`src/rtl/skinny_subcells_dom1_serial_ctrl.sv`:
```
// Byte-serial SubCells sequencer for a 2-share (first-order DOM) SKINNY-128 datapath.
// Optional macro SKINNY_SBOX_PRECHARGE_EN: zero the S-box input wires for one cycle before each load.

module skinny_subcells_dom1_serial_ctrl_lane (
    input  logic       clk,
    input  logic       rst_n,
    input  logic       i_load,
    input  logic [7:0] i_ld0,
    input  logic [7:0] i_ld1,
    input  logic       i_wr,
    input  logic [7:0] i_wd0,
    input  logic [7:0] i_wd1,
    output logic [7:0] o_b0,
    output logic [7:0] o_b1
);
    // One byte of each share, each in its own register; the shares never meet here.
    logic [7:0] r_b0;
    logic [7:0] r_b1;

    always_ff @(posedge clk or negedge rst_n) begin
        if (!rst_n) begin
            r_b0 <= '0;
        end else if (i_load) begin
            r_b0 <= i_ld0;
        end else if (i_wr) begin
            r_b0 <= i_wd0;
        end
    end

    always_ff @(posedge clk or negedge rst_n) begin
        if (!rst_n) begin
            r_b1 <= '0;
        end else if (i_load) begin
            r_b1 <= i_ld1;
        end else if (i_wr) begin
            r_b1 <= i_wd1;
        end
    end

    assign o_b0 = r_b0;
    assign o_b1 = r_b1;
endmodule

module skinny_subcells_dom1_serial_ctrl #(
    parameter int HOLD_CYCLES = 4,   // must be >= 4 (S-box latency)
    parameter int NBYTES      = 16
) (
    input  logic                  clk,
    input  logic                  rst_n,
    input  logic                  start,
    input  logic [8*NBYTES-1:0]   state0_i,
    input  logic [8*NBYTES-1:0]   state1_i,
    output logic                  busy,
    output logic                  done,
    output logic [8*NBYTES-1:0]   state0_o,
    output logic [8*NBYTES-1:0]   state1_o,
    input  logic [15:0]           rnd_i,
    input  logic                  rnd_valid,
    output logic                  rnd_ready,
    output logic [7:0]            sbox_si0_o,
    output logic [7:0]            sbox_si1_o,
    output logic [15:0]           sbox_r_o,
    input  logic [7:0]            sbox_bo0_i,
    input  logic [7:0]            sbox_bo1_i
);
    localparam int IW = (NBYTES > 1) ? $clog2(NBYTES) : 1;
    localparam int CW = $clog2(HOLD_CYCLES);

    localparam logic [2:0] S_IDLE = 3'd0;
    localparam logic [2:0] S_RND  = 3'd1;
    localparam logic [2:0] S_HOLD = 3'd2;
    localparam logic [2:0] S_DONE = 3'd3;
`ifdef SKINNY_SBOX_PRECHARGE_EN
    localparam logic [2:0] S_PRE  = 3'd4;
`endif

    logic [2:0]    r_state;
    logic [IW-1:0] r_idx;
    logic [CW-1:0] r_cnt;
    logic [7:0]    r_si0;
    logic [7:0]    r_si1;
    logic [15:0]   r_rm;
`ifdef SKINNY_SBOX_PRECHARGE_EN
    logic [15:0]   r_rnd_hold;
`endif

    logic [NBYTES-1:0][7:0] w_sh0;
    logic [NBYTES-1:0][7:0] w_sh1;
    logic [7:0]             w_sel0;
    logic [7:0]             w_sel1;
    logic                   w_load;
    logic                   w_cnt_last;
    logic                   w_cap;
    logic                   w_last_byte;

    assign w_load      = (r_state == S_IDLE) && start;
    assign w_cnt_last  = (r_cnt == CW'(HOLD_CYCLES - 1));
    assign w_cap       = (r_state == S_HOLD) && w_cnt_last;
    assign w_last_byte = (r_idx == IW'(NBYTES - 1));
    assign w_sel0      = w_sh0[r_idx];
    assign w_sel1      = w_sh1[r_idx];

    for (genvar g = 0; g < NBYTES; g++) begin : g_lane
        skinny_subcells_dom1_serial_ctrl_lane u_lane (
            .clk   (clk),
            .rst_n (rst_n),
            .i_load(w_load),
            .i_ld0 (state0_i[8*g +: 8]),
            .i_ld1 (state1_i[8*g +: 8]),
            .i_wr  (w_cap && (r_idx == IW'(g))),
            .i_wd0 (sbox_bo0_i),
            .i_wd1 (sbox_bo1_i),
            .o_b0  (w_sh0[g]),
            .o_b1  (w_sh1[g])
        );
    end

    always_ff @(posedge clk or negedge rst_n) begin
        if (!rst_n) begin
            r_state    <= S_IDLE;
            r_idx      <= '0;
            r_cnt      <= '0;
            r_si0      <= '0;
            r_si1      <= '0;
            r_rm       <= '0;
`ifdef SKINNY_SBOX_PRECHARGE_EN
            r_rnd_hold <= '0;
`endif
        end else begin
            case (r_state)
                S_IDLE: begin
                    if (start) begin
                        r_idx   <= '0;
                        r_state <= S_RND;
                    end
                end
                S_RND: begin
                    if (rnd_valid) begin
`ifdef SKINNY_SBOX_PRECHARGE_EN
                        // Park the wires at zero so consecutive bytes never toggle against each other.
                        r_si0      <= '0;
                        r_si1      <= '0;
                        r_rm       <= '0;
                        r_rnd_hold <= rnd_i;
                        r_state    <= S_PRE;
`else
                        r_si0   <= w_sel0;
                        r_si1   <= w_sel1;
                        r_rm    <= rnd_i;
                        r_cnt   <= '0;
                        r_state <= S_HOLD;
`endif
                    end
                end
`ifdef SKINNY_SBOX_PRECHARGE_EN
                S_PRE: begin
                    r_si0   <= w_sel0;
                    r_si1   <= w_sel1;
                    r_rm    <= r_rnd_hold;
                    r_cnt   <= '0;
                    r_state <= S_HOLD;
                end
`endif
                S_HOLD: begin
                    if (w_cnt_last) begin
                        if (w_last_byte) begin
                            r_state <= S_DONE;
                        end else begin
                            r_idx   <= r_idx + 1'b1;
                            r_state <= S_RND;
                        end
                    end else begin
                        r_cnt <= r_cnt + 1'b1;
                    end
                end
                S_DONE:  r_state <= S_IDLE;
                default: r_state <= S_IDLE;
            endcase
        end
    end

    assign busy       = (r_state != S_IDLE);
    assign done       = (r_state == S_DONE);
    assign rnd_ready  = (r_state == S_RND);
    assign state0_o   = w_sh0;
    assign state1_o   = w_sh1;
    assign sbox_si0_o = r_si0;
    assign sbox_si1_o = r_si1;
    assign sbox_r_o   = r_rm;
endmodule

```
`config.mk`:
```
export PLATFORM = sky130hd
export DESIGN_NAME = skinny_subcells_dom1_serial_ctrl
export DESIGN_NICKNAME = d
export VERILOG_FILES = /design/src/rtl/skinny_subcells_dom1_serial_ctrl.sv
export SDC_FILE = /design/constraint.sdc
export NUM_CORES = 1
export LEC_CHECK = 0
export ABC_AREA = 1
export ABC_CLOCK_PERIOD_IN_PS = 4650
export BUFFER_PORTS_ARGS = -buffer_cell sky130_fd_sc_hd__buf_4
export CORE_AREA = 2 2 227 229
export DETAILED_ROUTE_END_ITERATION = 8
export DIE_AREA = 0 0 229 231
export SETUP_SLACK_MARGIN = 0.5
export SYNTH_ARGS = -nofsm -noshare
export SYNTH_HDL_FRONTEND = slang
export SYNTH_SLANG_ARGS = --single-unit
```
`constraint.sdc`:
```
create_clock -name clk -period 4.65 [get_ports clk]
set_clock_uncertainty 0.1 [all_clocks]
set_input_delay 0.2325 -clock clk [delete_from_list [all_inputs] [get_ports clk]]
set_output_delay 0.2325 -clock clk [all_outputs]
set_load 0.05 [all_outputs]
```
==> out/results.env <==
CTS_SETUP_BUFFERS=0
SWITCHING_SHARE=0.5611
SYN_AVG_CELL_AREA_UM2=7.289
CPMAXSTAGEDELAYCELL='dfrtp_4'
COREAREA_MM2=0.05068
CRITICAL-PATH-MAX-STAGE-DELAY_PS=960
MAX-CAP-VIOLATIONS=0
SYNTH_XOR_XNOR_AREA_SHARE=0.001106
POWER-PER-CELL-AREA_mW_PER_MM2=847.7
FINAL_PERIOD_MINUS_WORST_SETUP_SLACK_PS=3067
TIGHTESTPINTRANSITION_PS=1134
SETUP_VIOL=0
WORST-R2R-CELL-COUNT=7
CTS_MAX_PATH_BUFFERS=3
SYNTH.FF_LATCH_COUNT=296
DESIGN.PORTCOUNT=583
PLACED_CELLS_INCL_TAPS=3300
NUMBER_OF_NETS_IN_THE_SYNTHESIZED_NETLIST=2469
FLOORPLAN.INITIALDENSITY=0.3124
SETUP_WS_PS=1583
DRT.ANTENNA.VIOLATING_NETS=0
DRC=0
CTS_ROOT_BUF='clkbuf_16'
SYNTH_SEQUENTIAL_AREA_RATIO=0.4679
SYNTHDOMINANTAREACELLTYPE='dfrtp_1'
WORST_SETUP_HOLD_PATH_CLK_SLEW_PS=60
TYPE_OF_THE_TIGHTEST_MIN_DELAY_CHECK='in2async'
SETUP_SLACK_REG_TO_REG_PS=1580
CRIT_PATH_START_KIND='register'
CRITPATHKIND='reg2reg'
P_INT_mW=9.075
LAYOUT.CELLS.MOST_COMMON='nand2_1'
SYNTHCELLS=2172
H_TREE_LEVELS=2
PEAKVDDDROP_mV=0.5650
WORST-PATH-BUF-INV=2
FINAL_HOLD_VIOL_COUNT=0
SETUP-TNS-FINAL_PS=0
FINISH.CELL_COUNT_WITHOUT_FILLERS=3639
DIEHEIGHT_UM=231
GLOBAL_ROUTE.OVERFLOW_TOTAL=0
CTSHOLDBUFFERS=275
FIRST_GLOBAL_VIAS=18447
RUN_STATUS='finished, final reports clean'
WORST_R2R_STARTPOINT='r_idx[0]'
CTS_BUFFERS=37
DP.FINAL_HPWL_UM=58320
POST-ROUTE-PERIOD-UTIL=0.6596
YOSYS.AREA_SHARE.ADDER=0.003952
VIAS_PER_CELL=5.053
MAXIMUM_NUMBER_OF_PINS_ON_ONE_NET_BEFORE_GLOBAL_ROUTE_REPAIR=135
PLACE.PORT_BUFFERS=582
PATH_CELLS='inv_4 -> ha_1 -> inv_1 -> nor2_4 -> nand2_1 -> nand2_1 -> o21ai_0'
CRITICAL-PATH-TOP-CELL-BY-COUNT='nand2_1'
RSZ0062_AT_GRT='no'
CRITPATHCAPTURETYPE='register'
POST_ROUTE_CELLS_DRIVE_ABOVE_1_SHARE=0.2435
CTS.REPAIR.RESIZED=0
SYNTH_AREA_LEADERS='dfrtp_1 (47%), nand2_1 (18%), a31oi_1 (7.9%)'
CLKPWRFRAC=0.146
CTS_TREE='built'
WL_PER_CELL_UM=22.59
POWER_FRAC_COMB=0.597
CP_DATA_ARRIVAL_TIME_PS=3410
VIAS=18389
FRACTION_OF_THE_MAPPED_NETLIST_AREA_IN_COMPOUND_GATES=0.1079
CRITPATHMAXFANOUT=68
SYNTH.LIB_CELLS_USED.DISTINCT=29
SYNTH_SIMPLE_GATE_AREA_FRAC=0.3217
DIE_WIDTH_UM=229
TOTAL_LEAKAGE_POWER_nW=12.09
SLEW_HEADROOM=0.2421
MAX_FREQ_GHz=0.3260
CLKLATENCYLATEPIN_PS=550
ROUTED_WIRELENGTH_UM=82210
SYNTH_TOP_CELL_AREA_SHARE=0.4679
POWER.SWITCHING_mW=11.60
P_SEQ_FRAC=0.258
NNETSFINAL=3231
REQUIRED_PS=4990
GRT_PASS1_WL_UM=119400
FP.DIEAREA_MM2=0.05290
WEIGHTED_CONGESTION_REPORTED_AT_THE_END_OF_ROUTABILITY_DRIVEN_PLACEMENT=0.8854
GLOBAL_ROUTE.USAGE.TOTAL=0.3029
DETAIL_ROUTE.ITER0.VIOLATIONS=1610
MOST-COMMON-LAYOUT-CELLS='nand2_1 (772), buf_4 (595), dfrtp_1 (294)'
NUMCLOCKSINKS=296
GRT_ANTENNA_BEFORE_REPAIR=2
YOSYS-MUX-AREA-FRACTION=0
SYNTH_TOP_FAMILY_BY_AREA='simple AND/OR/NAND/NOR gates'
ROWS=83
FIRST_PASS_ITERS=5
SYNTH_AREA_MM2=0.01583
AREA_GROWTH_FROM_SYNTHESIS_TO_LAYOUT_PCT=54.07
MAXSLEWVIOLCOUNT=0
CRITICAL-PATH-TOP-DELAY-FAMILY='flip-flops'
YOSYSWARNINGS=0
WORSTREG2REGEND='g_lane[4].u_lane.o_b1[0]'
FINAL_CORE_UTIL=0.4813
DP_WORST_SETUP_SLACK_PS=1588
[power groups by stage]
stage	Combinational, mW	Sequential (mW)	Clock (mW)
6_report	12.3	5.33	3.01
5_1_grt	13.1	5.44	3.14
4_1_cts	12.3	5.29	3.05
3_5_place_dp	12.1	5.32	0
3_3_place_gp	12.0	5.32	0
2_1_floorplan	3.95	8.97	0
[how the worst max path moves through the flow]
stage / depth (start not counted) / startpoint / slack, ps / to
after detailed placement: 7 / r_idx[0] / 1590 / g_lane[4].u_lane.o_b1[0]
after global routing: 7 / r_idx[0] / 1290 / g_lane[4].u_lane.o_b1[0]
after CTS: 7 / r_idx[0] / 1580 / g_lane[4].u_lane.o_b1[0]
final: 7 / r_idx[0] / 1580 / g_lane[4].u_lane.o_b1[0]
after floorplan: 10 / r_idx[1] / 2580 / g_lane[0].u_lane.o_b1[5]
after global placement: 7 / r_idx[0] / 1660 / g_lane[4].u_lane.o_b0[5]
[per-stage QoR]
step | cell area [um2] | total power [mW] | hold WS [ps]
final | 24390 | 20.68 | 86.05
after global routing | 24390 | 21.69 | 130.1
after CTS | 24390 | 20.68 | 88.80
after detailed placement | 20400 | 17.44 | 89.25
after global placement | 20400 | 17.36 | 84.27
after floorplan | 15830 | 12.91 | -163.1
[state kept, by name (all words and copies together), names as in the netlist]
name	count
g_lane.u_lane.o_b0	128
g_lane.u_lane.o_b1	128
r_cnt	2
r_idx	4
r_state	2
sbox_r_o	16
sbox_si0_o	8
sbox_si1_o	8
[cell type report]
cell class / instances / area (um2)
sequential: 296 / 7412
multi-input combinational: 1539 / 6888
timing repair buffer: 874 / 7295
inverter: 186 / 708.2
clock inverter: 15 / 198.9
tap: 680 / 850.8
clock buffer: 47 / 1033
fill: 4981 / 26290
antenna: 2 / 5.005
[kinds of logic (layout without fill, tap and decap cells)]
group | count (synthesis) | in the layout
xor+xnor | 2 | 2
flops | 296 | 296
simple gates | 1249 | 1249
compound gates | 283 | 283
other cells | 0 | 2
fa+ha+maj | 5 | 5
buf+inv | 337 | 1122
[cells in the mapped netlist]
master and instances:
ha_1 5, buf_1 10, clkbuf_1 9, buf_6 5
nand2_2 16, inv_2 5, nand3_2 1, or2_2 17
nand3_1 164, a31oi_1 201, nor2_4 2, o21ai_2 1
buf_2 97, xnor2_1 1, xor2_1 1, nand2_4 12
nor2_1 263, o211ai_1 8, dfrtp_1 296, nand2_1 772
inv_1 181, nor2_2 2, o21ai_0 50, o31ai_1 2
o21ai_4 1, a21oi_1 1, o21ai_1 19, buf_8 1
buf_4 29
[metal layers]
metal,global-route usage,part of all wire,vias to the layer above
met5,0,0,-
met4,0.1211,0.042,0
met3,0.05274,0.067,185
met2,0.5199,0.48,909
met1,0.3782,0.41,8838
li1,-,-,8457
Power figures use the tool's default switching activity.
